===== config.mk =====
export PLATFORM = sky130hd
export DESIGN_NAME = lap_stopwatch
export DESIGN_NICKNAME = d
export VERILOG_FILES = /design/src/rtl/lap_stopwatch.sv
export SDC_FILE = /design/constraint.sdc
export NUM_CORES = 1
export LEC_CHECK = 0
export ABC_AREA = 1
export BUFFER_PORTS_ARGS = -buffer_cell sky130_fd_sc_hd__buf_2
export CORE_UTILIZATION = 41
export DETAILED_ROUTE_END_ITERATION = 8
export SYNTH_ARGS = -nofsm -noshare
export SYNTH_HDL_FRONTEND = slang
export SYNTH_SLANG_ARGS = --single-unit

===== constraint.sdc =====
create_clock -name CLOCK_50 -period 3.8 [get_ports CLOCK_50]
set_input_delay 0.95 -clock CLOCK_50 [delete_from_list [all_inputs] [get_ports CLOCK_50]]
set_output_delay 0.95 -clock CLOCK_50 [all_outputs]
set_load 0.1 [all_outputs]

===== src/rtl/lap_stopwatch.sv =====
// Lap stopwatch: BCD up/down counter with start/stop, lap freeze and preset
// load driven by raw push buttons, plus a windowed 7-segment display.
module lap_stopwatch #(
    parameter int CLK_HZ  = 50000000,
    parameter int TICK_HZ = 100,
    parameter int DIGITS  = 6,
    parameter int DISP    = 4
) (
    input  logic                  CLOCK_50,
    input  logic                  reset,
    input  logic                  key_start_n,
    input  logic                  key_lap_n,
    input  logic                  key_load_n,
    input  logic                  dir_down,
    input  logic                  hi_window,
    input  logic [4*DIGITS-1:0]   preset_bcd,
    output logic [4*DIGITS-1:0]   count_bcd,
    output logic [7*DISP-1:0]     hex_n,
    output logic                  running,
    output logic                  lap_active,
    output logic                  done
);

    localparam int           DIV    = CLK_HZ / TICK_HZ;
    localparam int           PW     = $clog2(DIV);
    localparam logic [PW-1:0] PRE_TC = PW'(DIV - 1);

    // BCD increment with ripple carry; all-9s wraps to all-0s.
    function automatic logic [4*DIGITS-1:0] bcd_inc(input logic [4*DIGITS-1:0] v);
        logic [4*DIGITS-1:0] r;
        logic                c;
        r = v;
        c = 1'b1;
        for (int i = 0; i < DIGITS; i++) begin
            if (c) begin
                if (v[4*i +: 4] >= 4'd9) begin
                    r[4*i +: 4] = 4'd0;
                end else begin
                    r[4*i +: 4] = v[4*i +: 4] + 4'd1;
                    c = 1'b0;
                end
            end else begin
                r[4*i +: 4] = v[4*i +: 4];
            end
        end
        return r;
    endfunction

    // BCD decrement with ripple borrow.
    function automatic logic [4*DIGITS-1:0] bcd_dec(input logic [4*DIGITS-1:0] v);
        logic [4*DIGITS-1:0] r;
        logic                b;
        r = v;
        b = 1'b1;
        for (int i = 0; i < DIGITS; i++) begin
            if (b) begin
                if (v[4*i +: 4] == 4'd0) begin
                    r[4*i +: 4] = 4'd9;
                end else begin
                    r[4*i +: 4] = v[4*i +: 4] - 4'd1;
                    b = 1'b0;
                end
            end else begin
                r[4*i +: 4] = v[4*i +: 4];
            end
        end
        return r;
    endfunction

    // Any non-decimal preset digit is forced to 9.
    function automatic logic [4*DIGITS-1:0] bcd_clamp(input logic [4*DIGITS-1:0] v);
        logic [4*DIGITS-1:0] r;
        for (int i = 0; i < DIGITS; i++) begin
            if (v[4*i +: 4] > 4'd9) begin
                r[4*i +: 4] = 4'd9;
            end else begin
                r[4*i +: 4] = v[4*i +: 4];
            end
        end
        return r;
    endfunction

    // Active-low gfedcba segment decode.
    function automatic logic [6:0] seg7(input logic [3:0] d);
        case (d)
            4'd0:    seg7 = 7'b1000000;
            4'd1:    seg7 = 7'b1111001;
            4'd2:    seg7 = 7'b0100100;
            4'd3:    seg7 = 7'b0110000;
            4'd4:    seg7 = 7'b0011001;
            4'd5:    seg7 = 7'b0010010;
            4'd6:    seg7 = 7'b0000010;
            4'd7:    seg7 = 7'b1111000;
            4'd8:    seg7 = 7'b0000000;
            4'd9:    seg7 = 7'b0010000;
            default: seg7 = 7'b1111111;
        endcase
    endfunction

    // Key bit order: [0] start, [1] lap, [2] load.
    logic [2:0]          w_keys;
    logic [2:0]          r_sync1, r_sync2, r_hist, r_armed, r_ev;
    logic [1:0]          r_settle;
    logic [PW-1:0]       r_pre, w_pre_nx;
    logic [4*DIGITS-1:0] r_count, w_count_nx, r_lap, w_dec, w_src;
    logic                r_running, w_run_nx, r_lap_active, r_done, w_done_nx, w_tick;
    logic [3:0]          w_dig;
    logic [7*DISP-1:0]   w_hex;

    assign w_keys = {key_load_n, key_lap_n, key_start_n};

    // Synchronise keys and emit one registered pulse per falling edge. A key is
    // only armed once it has been seen released after reset, so a key held
    // through reset cannot fire when reset lifts.
    always_ff @(posedge CLOCK_50 or posedge reset) begin
        if (reset) begin
            r_sync1  <= 3'b111;
            r_sync2  <= 3'b111;
            r_hist   <= 3'b111;
            r_armed  <= 3'b000;
            r_ev     <= 3'b000;
            r_settle <= 2'b00;
        end else begin
            r_sync1  <= w_keys;
            r_sync2  <= r_sync1;
            r_hist   <= r_sync2;
            r_settle <= {r_settle[0], 1'b1};
            r_armed  <= r_armed | (r_sync2 & {3{r_settle[1]}});
            r_ev     <= r_hist & ~r_sync2 & r_armed;
        end
    end

    assign w_tick = r_running && (r_pre == PRE_TC);
    assign w_dec  = bcd_dec(r_count);

    // Next-state for count, prescaler, run flag and expiry pulse.
    always_comb begin
        w_count_nx = r_count;
        w_pre_nx   = r_pre;
        w_run_nx   = r_running;
        w_done_nx  = 1'b0;
        if (r_running) begin
            if (w_tick) begin
                w_pre_nx = '0;
                if (dir_down) begin
                    w_count_nx = w_dec;
                    if (w_dec == '0) begin
                        w_run_nx  = 1'b0;
                        w_done_nx = 1'b1;
                    end else begin
                        w_done_nx = 1'b0;
                    end
                end else begin
                    w_count_nx = bcd_inc(r_count);
                end
            end else begin
                w_pre_nx = r_pre + PW'(1);
            end
            // Stop after counting any coincident tick; load is ignored while running.
            if (r_ev[0]) begin
                w_run_nx = 1'b0;
            end else begin
                w_run_nx = w_run_nx;
            end
        end else begin
            if (r_ev[2]) begin
                w_count_nx = bcd_clamp(preset_bcd);
                w_pre_nx   = '0;
            end else begin
                w_count_nx = r_count;
            end
            // Start uses the post-load value; a zero countdown cannot start.
            if (r_ev[0] && !(dir_down && (w_count_nx == '0))) begin
                w_run_nx = 1'b1;
            end else begin
                w_run_nx = 1'b0;
            end
        end
    end

    // Counter, prescaler, run flag and expiry pulse registers.
    always_ff @(posedge CLOCK_50 or posedge reset) begin
        if (reset) begin
            r_count   <= '0;
            r_pre     <= '0;
            r_running <= 1'b0;
            r_done    <= 1'b0;
        end else begin
            r_count   <= w_count_nx;
            r_pre     <= w_pre_nx;
            r_running <= w_run_nx;
            r_done    <= w_done_nx;
        end
    end

    // Lap capture takes the pre-tick count; a second lap releases the display.
    always_ff @(posedge CLOCK_50 or posedge reset) begin
        if (reset) begin
            r_lap        <= '0;
            r_lap_active <= 1'b0;
        end else if (r_ev[1]) begin
            if (!r_lap_active) begin
                r_lap        <= r_count;
                r_lap_active <= 1'b1;
            end else begin
                r_lap_active <= 1'b0;
            end
        end else begin
            r_lap_active <= r_lap_active;
        end
    end

    // Select frozen or live value, apply the window and decode each digit.
    always_comb begin
        w_hex = '1;
        w_dig = 4'd0;
        w_src = r_lap_active ? r_lap : r_count;
        for (int g = 0; g < DISP; g++) begin
            if (hi_window) begin
                w_dig = w_src[4*(DIGITS-DISP+g) +: 4];
            end else begin
                w_dig = w_src[4*g +: 4];
            end
            w_hex[7*g +: 7] = seg7(w_dig);
        end
    end

    assign count_bcd  = r_count;
    assign hex_n      = w_hex;
    assign running    = r_running;
    assign lap_active = r_lap_active;
    assign done       = r_done;

endmodule


* Word-level counts from Yosys, hierarchy flattened
Memories as Yosys holds them, arrays and structs flattened. Cells that the tools add are included.
Operators by class: add/sub/neg operators 13, $mul 0, div/mod/pow operators 0, magnitude comparators 12, eq/ne operators 7, shift operators 0, muxes and demuxes 85, bitwise gates (word level) 5, reductions and logical operators 18
Operators by type and width (number):
- two-way mux 24 bit | 6
- two-way mux 4 bit | 32
- two-way mux 19 bit | 3
- logical NOT 24 bit | 2
- two-way mux 1 bit | 44
- adder 4 x 1 -> 4 bit, second input constant | 6
- greater-or-equal comparator 4 bit, second input constant | 6
- > comparator 4 bit, second input constant | 6
- logical NOT 4 bit | 6
- subtractor 4 x 1 -> 4 bit, second input constant | 6
- adder 19 x 1 -> 19 bit, second input constant | 1
- == test 19 bit, second input constant | 1
- != test 3 x 2 -> 1 bit, second input constant | 5
- AND reduction 2 bit | 5
- bitwise AND 3 bit | 3
- logical AND 1 bit | 3
- NOT 3 bit | 1
- bitwise OR 3 bit | 1
- != test 2 x 1 -> 1 bit, second input constant | 1
- nonzero test 2 bit | 1
- logical NOT 1 bit | 1
Storage, ports and cells: bits in registers 87, latch bits 0, bits in writable memories 0, ROM bits 448, input port bits 31, output and inout bits 55, memories kept 4
Memories:
- (no name shown) | words 16, bits a word 7, read ports 1, clocked after memory_dff 0, wr ports 0, RTL line 85 | case (d)
- (no name shown) | words 16, bits a word 7, read ports 1, clocked after memory_dff 0, wr ports 0, RTL line 85
- (no name shown) | words 16, bits a word 7, read ports 1, clocked after memory_dff 0, wr ports 0, RTL line 85
- (no name shown) | words 16, bits a word 7, read ports 1, clocked after memory_dff 0, wr ports 0, RTL line 85

* Depth between registers and ports, before layout
Gate-level depths: netlist of run 1.
depth after elaboration 25, mapped depth 15, gate-level depth less buffers 14

* Worst setup path before layout of run 1
No wires, ideal clock.
path kind register -> output, start register r_lap_active, in the netlist lap_active, end output port hex_n[3], data arrival time 4.456 ns, path slack -1.606 ns, stages on the path, launching flop included 10, cell sequence dfrtp_1 buf_2 buf_2 o21ai_0 o21ai_0 inv_1 ha_1 nand2_1 inv_1 o21ai_0
Between the ends: cells in the longest elaborated chain, start to end 3
RTL lines:
- from (decl) | RTL line 106 | logic r_running, w_run_nx, r_lap_active, r_done, w_done_nx, w_tick;
- from (signal assigned) | RTL line 209 | r_lap_active <= r_lap_active;
- two-way mux 24 bit
- two-way mux 4 bit | RTL line 219 | if (hi_window) begin
- memory read (16 x 7 bit)
- to (decl) | RTL line 18 | output logic [7*DISP-1:0] hex_n,
Every way passes these cells.

* Worst setup path after layout of run 1
start register r_lap_active, in the netlist lap_active, end output port hex_n[21]
The elaborated chain is that of the path after synthesis.

==> summary by stage, run 1 <==
Route
In the routed design, unresolved DRC markers number 0. After detailed routing, the average wire length per cell comes to 15.3 um. The total via count after detailed routing is 6,794. In this run, the number of DRC markers left after iteration 0 of detailed routing was 509. In this run the remaining antenna-violating nets after routing total 0.

The aggregate routed wire length is 19,400 um. The number of iterations in the first detailed-routing pass is 5. Dividing the detail-routed via count by the number of cells gives 5.34.

Clock tree
The number of buffers on the longest clock path is 2. For the worst-skew pair, the clock arrives at the later sink with an insertion delay of 0.35 ns. The post-cts hold buffer count is 0. TritonCTS built the clock tree. The clock sink total is 87. Clock-pin slew was measured on the worst setup and hold paths at 0.06 ns. Buffers inserted during clock tree synthesis total 9. CTS built an H-tree with a depth of 3.

The cell chosen for the clock root is sky130_fd_sc_hd__clkbuf_16.

Die
Once the floorplan was initialized, standard cells occupied 42.2% of the core. The placement row count is 46. The width of the chip is 130 um. The die height is 130 um.

The area inside the core boundary is 0.0159 mm2. For this design the top-level I/O count stands at 86. The die outline area is 0.0169 mm2.

Logic synthesis
The mean instance size in the synthesized netlist is 7.03 um2. Synthesis handed over a netlist of 957 instances. The sequential cell area fraction in the yosys report is 32.5%.

The share of flip-flops with an asynchronous set or reset is 100%. The count of flip-flops with a built-in enable after synthesis is 0. The most used flip-flop cell after synthesis is sky130_fd_sc_hd__dfrtp_1.

The netlist area before placement is 0.00673 mm2. The number of nets in the synthesized netlist is 1,028. The count of distinct cell types in the synthesized netlist is 49.

The synthesized flop and latch total is 87. The count of synthesis-stage warnings from yosys is 0.

Global route
The largest net degree at the start of global routing is 39. The number of global-route vias before repair is 6,210. Global routing finished with a remaining overflow of 0. The first-pass GRT wire length is 31,700 um. The number of antenna violations at the first check in global routing is 0. Global routing consumed, over all layers together, 24.1% of the routing resources.

Setup path
The critical setup path kind is reg2out. The worst setup path startpoint is lap_active. Along the worst path, the maximum fanout reaches 20.

The data required time of the worst path is 2.85 ns. STA classifies the critical path startpoint as a flip-flop. Traced cell by cell, the critical path runs through buf_4 > o21ai_0 > inv_1 > o21ai_2 > inv_1 > ha_1 > o21ai_0 > buf_4 > o21ai_4 > clkbuf_4. The buffering stage count on the worst path with inverters included is 5. The critical path data arrival time is 2.64 ns. The startpoint of the most critical register-to-register path is count_bcd[0]. The family with the most delay on the worst path is buffers and inverters. The largest single stage delay on the critical path is 0.45 ns. The highest-delay cell along the critical path is sky130_fd_sc_hd__dfrtp_2. The endpoint kind of the worst setup timing path is a primary output.

STA
The total of endpoints with negative setup slack in the final report is 0. The final number of max-transition violations is 0. Setup repair after global routing left no endpoint under its margin. Between clock sinks in the finished design, the worst skew comes to 0.00498 ns. Measured against its own limit, the worst slew margin works out to 53.9%. The smallest clock period supported by the final layout is computed as 3.59 ns. The actual slew at the worst max-slew pin is 0.690 ns. Summed over all failing endpoints, the final setup total negative slack is 0 ns. The final-report hold violation count is 0. The portion of the clock cycle consumed by the worst path in the final layout is 94.5%. The achievable clock frequency is 278 MHz.

Outcome
The run finished with clean final reports.

Placement
The global placer's final weighted congestion is 0.928. The detailed-placement wirelength estimate is 15,100 um. In this run the tool buffered the top-level ports with 85 buffer cells.

The number of placed instances with taps included is 1,253. Once placement finished, the instance area stood at 0.00799 mm2.

Final layout
Summing all non-filler instances in the final layout gives an area of 0.00833 mm2. For this run, the number of standard cells in the final layout without fillers is 1,272. The signed area change from the synthesized netlist to the final layout is 23.9%. The post-route netlist has 20.5% of its cells at a drive strength greater than 1.

The count of antenna diodes in the layout is 0. The final layout net count is 1,122.

Worst hold path
The path class of the tightest hold or removal check is reg2reg. The hold path startpoint is r_settle[0].

Job
The max-cap violation count is 0.
## registers in the layout, summed over array words and instances, names as in the netlist
signal and count:
r_lap 24, r_settle 2, r_pre 19, r_sync1 3, lap_active 1, r_ev 3, r_hist 3, done 1
r_sync2 3, r_armed 3, count_bcd 24, running 1
## cells in the mapped netlist, types with 2 or more instances
cell type / count / area share (%)
sky130_fd_sc_hd__a21o_1: 3 / 0.33
sky130_fd_sc_hd__a21oi_1: 23 / 1.7
sky130_fd_sc_hd__a21oi_2: 2 / 0.26
sky130_fd_sc_hd__a22oi_1: 4 / 0.45
sky130_fd_sc_hd__a31oi_1: 2 / 0.19
sky130_fd_sc_hd__buf_2: 14 / 1.0
sky130_fd_sc_hd__clkbuf_1: 16 / 0.89
sky130_fd_sc_hd__clkinv_1: 2 / 0.11
sky130_fd_sc_hd__dfrtp_1: 78 / 29
sky130_fd_sc_hd__dfstp_2: 9 / 3.5
sky130_fd_sc_hd__ha_1: 40 / 7.4
sky130_fd_sc_hd__inv_1: 108 / 6.0
sky130_fd_sc_hd__inv_2: 9 / 0.50
sky130_fd_sc_hd__nand2_1: 211 / 12
sky130_fd_sc_hd__nand2_2: 4 / 0.37
sky130_fd_sc_hd__nand3_1: 53 / 3.9
sky130_fd_sc_hd__nand3_4: 3 / 0.78
sky130_fd_sc_hd__nand4_1: 13 / 1.2
sky130_fd_sc_hd__nor2_1: 82 / 4.6
sky130_fd_sc_hd__nor2_2: 5 / 0.47
sky130_fd_sc_hd__nor2_4: 4 / 0.67
sky130_fd_sc_hd__nor2_8: 2 / 0.60
sky130_fd_sc_hd__nor3_1: 8 / 0.60
sky130_fd_sc_hd__nor4_1: 2 / 0.19
sky130_fd_sc_hd__o211ai_1: 26 / 2.9
sky130_fd_sc_hd__o21ai_0: 137 / 10
sky130_fd_sc_hd__o21ai_1: 20 / 1.5
sky130_fd_sc_hd__o21ai_2: 4 / 0.52
sky130_fd_sc_hd__o221ai_1: 6 / 0.78
sky130_fd_sc_hd__o22ai_1: 16 / 1.5
sky130_fd_sc_hd__o31ai_1: 10 / 1.1
sky130_fd_sc_hd__o32ai_1: 2 / 0.26
sky130_fd_sc_hd__or2_0: 2 / 0.19
sky130_fd_sc_hd__or2_2: 6 / 0.56
sky130_fd_sc_hd__xnor2_1: 5 / 0.65
sky130_fd_sc_hd__xor2_1: 13 / 1.7
## layout make-up
type	instances	area [um2]
Timing Repair Buffer	116	951
Multi-Input combinational cell	718	4180
Sequential cell	87	2190
Clock inverter	6	61.3
Tap cell	216	270
Clock buffer	10	229
Fill cell	1612	7610
Inverter	119	448
## final timing paths
check / end / slack (ns) / depth (start not counted)
hold / removal: r_settle[1] / 0.35 / 0
hold reg to reg: r_settle[1] / 0.35 / 0
max in group asynchronous: count_bcd[17] / 2.31 / 3
min in group asynchronous: count_bcd[2] / 0.68 / 2
setup reg to reg: done / 1.03 / 12
setup / recovery: hex_n[21] / 0.21 / 10
## routing by layer
metal | global-route usage (%) | wire, um | vias up
met2 | 37.5 | 8560 | 254
met3 | 3.57 | 1310 | 25
met4 | 7.73 | 331 | 0
li1 | - | - | 3386
met5 | 0 | 0 | -
met1 | 34.4 | 9240 | 3129
## cell families after synthesis
group                    after synthesis  synth area share (%)
buffers and inverters                152                  8.85
XOR/XNOR                              18                  2.34
adder cells (fa/ha/maj)               40                  7.44
AND/OR/NAND/NOR                      401                  26.7
AO/OA/AOI/OAI                        258                  22.1
other                                  1                0.0558
flip-flops                            87                  32.5
## worst reg2reg max path: stages, from the launching register on
cell	delay, ns
sky130_fd_sc_hd__dfrtp_1	0.48
sky130_fd_sc_hd__inv_1	0.31
sky130_fd_sc_hd__ha_1	0.43
sky130_fd_sc_hd__nand2_2	0.15
sky130_fd_sc_hd__nor2_4	0.21
sky130_fd_sc_hd__nand2_1	0.17
sky130_fd_sc_hd__nand2_1	0.12
sky130_fd_sc_hd__nand2_1	0.10
sky130_fd_sc_hd__nor3_1	0.16
sky130_fd_sc_hd__nand3_1	0.10
sky130_fd_sc_hd__nor2_1	0.13
sky130_fd_sc_hd__nand3_1	0.10
sky130_fd_sc_hd__nor2_1	0.22
## layout by cell type (no fill, tap or decap), drive strengths merged
master	count
nor4	2
a22o	1
nand3b	1
xor2	13
buf	113
a22oi	4
nand2	216
o31ai	10
nand3	56
dfstp	9
o211ai	26
o221ai	6
dfrtp	78
o22ai	16
inv	116
a21o	3
clkbuf	13
xnor2	5
a21oi	25
clkinvlp	1
conb	1
ha	40
o311ai	1
clkinv	7
a221oi	1
nand4	14
bufinv	1
nor2	93
nor3	8
o21ai	161
a31oi	2
o32ai	2
or2	9
and2	2
## repair_timing
item,in CTS,in global routing
setup endpoints to repair,4,23
resized for setup,2,11
buffers inserted,0,3
pin swaps,0,0
## metrics by stage
step                hold WS, ns  setup WS (ns)  utilization, %
floorplan                 0.331         -0.137               -
CTS                       0.351         0.0110            51.9
global placement          0.333          0.224            50.1
detailed placement        0.337          0.174            50.1
global route              0.353        0.00915            52.3
finish                    0.348          0.209            52.3
Power of run 1 is left out: the tool's default activity adds up to more than one toggle a clock period on the data nets, which glitch-free logic cannot reach.
==> run 2: changes to the inputs <==
CORE_MARGIN = 5   (was not set)
==> summary by stage, run 2 (synthesis results as in run 1) <==
Route
The vias per cell is 5.31 (-0.52%). The aggregate routed wire length is 19,900 um (+2.3%). The wire length per cell after detailed routing is 15.7 um (+2.5%). The total via count after detailed routing is 6,743 (-0.75%).

The number of iterations in the first detailed-routing pass is 5 (unchanged). The final routed DRC violation total is 0 (unchanged). The post-route antenna net violation count is 0 (unchanged). The number of DRC violations after detailed-routing iteration 0 came to 566 (+11%).

STA
The worst slew margin relative to its limit was 54.2% (+0.27 points). The actual slew at the worst max-slew pin is 0.686 ns (-0.00398 ns). The clock period minus final worst setup slack is 3.61 ns (+0.0185 ns). The clock tree skew after final layout is 0.00779 ns (+0.00281 ns). The total of endpoints with negative setup slack in the final report is 0 (unchanged).

The achievable clock frequency is 277 MHz (-0.51%). The final number of max-transition violations is 0 (unchanged). Setup repair after global routing left no endpoint under its margin. The final-report hold violation count was 0 (unchanged). The worst setup margin is 0.190 ns (-0.0185 ns). The worst-case hold slack is 0.355 ns (+0.00659 ns). The portion of the clock cycle consumed by the worst path in the final layout is 95.0% (+0.49 points).

Die
The width of the chip came to 138 um (+6.1%). The die height came to 138 um (+6.1%). The number of top-level pins is 86 (unchanged).

The effective utilization at floorplan was 42.0% (-0.15 points). The placement row count is 46 (unchanged). The area inside the core boundary is 0.0160 mm2 (+0.36%). The die outline area came to 0.0191 mm2 (+13%).

Setup path
The number of cells on the worst reg-to-reg path is 12 (unchanged). The highest-delay cell along the critical path is sky130_fd_sc_hd__o21ai_0. The critical path is of the reg2out type.

The kind of start point of the critical path is a flip-flop. The delay of the slowest critical-path stage was 0.46 ns (about the same). The startpoint identified for the worst register-to-register timing path is count_bcd[0]. The critical path data arrival time came to 2.66 ns (+0.02 ns).

The data required time of the worst path is 2.85 ns (about the same). The endpoint kind of the worst setup timing path is a primary output. The maximum fanout encountered on the critical timing path is 29 (+45%). The destination of the worst register-to-register timing path is done. The worst setup slack for register-to-register paths came to 1.08 ns (+0.05 ns). The critical path goes through buf_4 > o21ai_0 > o21ai_1 > inv_1 > o21ai_1 > buf_4 > o21ai_4 > buf_2.

Placement
The pre-CTS worst setup slack is 0.143 ns (-0.0313 ns). The post-place instance area is 0.00801 mm2 (+0.19%). The detailed-placement wirelength estimate was 15,500 um (+2.4%). The number of buffers inserted by port buffering was 85 (unchanged). The global placer's final weighted congestion is 0.931 (+0.31%).

Worst hold path
The hold path startpoint is r_settle[0]. The capture endpoint of the worst hold path is r_settle[1]. The path type of the worst min-delay path is reg2reg. The hold path depth is 0 (unchanged).

Global route
The first-pass GRT wire length came to 33,300 um (+5.2%). The total routing usage reported by global routing is 20.9% (-3.2 points). The aggregate global routing overflow is 0 (unchanged). The largest net degree at the start of global routing is 41 (+5.1%). The number of antenna violations at the first check in global routing was 0 (unchanged). The number of global-route vias before repair was 6,456 (+4.0%).

Clock tree
The clock tree from TritonCTS is done. The number of buffers on the longest clock path is 2 (unchanged). The CTS buffer count is 9 (unchanged). The number of H-tree branching levels is 3 (unchanged).

The total of cells resized after clock tree synthesis came to 2 (unchanged). The total setup buffers inserted after CTS is 0 (unchanged). The clock edge transition at the registers on the reported setup and hold paths is 0.06 ns (about the same). The insertion delay to the later sink of the worst-skew pair was 0.35 ns (about the same). The clock sink total is 87 (unchanged).

The tree is rooted in a sky130_fd_sc_hd__clkbuf_16. The post-cts hold buffer count is 0 (unchanged).

Final layout
The signed area change from the synthesized netlist to the final layout is 23.5%. The area of all placed cells without fillers is 0.00831 mm2 (-0.33%). The library cell used most frequently in the layout, excluding fill and tap cells, is sky130_fd_sc_hd__nand2_1.

The fraction of final layout cells sized beyond drive strength 1 is 19.9% (-0.51 points). Leaving out fill and tap cells, the most frequent cells in the layout are 209 x sky130_fd_sc_hd__nand2_1, 113 x sky130_fd_sc_hd__o21ai_0, 107 x sky130_fd_sc_hd__inv_1. The count of antenna diodes in the layout is 0 (unchanged).

The final layout net count is 1,119 (-0.27%).

Job
The max-cap violation count was 0 (unchanged).

Outcome
The run finished with clean final reports.
## run 2: layout make-up
type,count,area (um2)
clock buffer,13,240
clock inverter,3,45.0
fill,1629,7690
inverter,119,448
multi-input combinational,718,4180
sequential,87,2190
tap,216,270
timing repair buffer,113,936
## run 2: stage by stage
step / std cells / util, % / TNS [ns]
after global placement: 1253 / 50.0 / 0
final: 1269 / 51.9 / 0
after detailed placement: 1253 / 50.0 / 0
after floorplan: 957 / - / -0.194
after global routing: 1269 / 51.9 / 0
after CTS: 1269 / 51.8 / 0
## run 2: critical path, delay by kind of cell, from the launching register on
kind,cells,cell delay [ns]
buffers and inverters,4,1.08
AO/OA/AOI/OAI,4,0.83
flip-flops,1,0.40
## run 2: metal layers
metal  up-vias  part of all wire (%)  GRT usage (%)
met1      3099                    48           30.6
met3        27                   7.0           3.41
li1       3386                     -              -
met4         0                   1.9           6.60
met5         -                     0              0
met2       231                    43           31.6
## run 2: worst max-delay path by stage
stage / to / from / slack (ns)
global placement: hex_n[5] / hi_window / 0.21
finish: hex_n[5] / lap_active / 0.19
CTS: hex_n[26] / lap_active / 0.02
global route: hex_n[26] / lap_active / 0.004
floorplan: hex_n[3] / hi_window / -0.14
detailed placement: hex_n[5] / hi_window / 0.14
Power of run 2 is left out for the same reason.
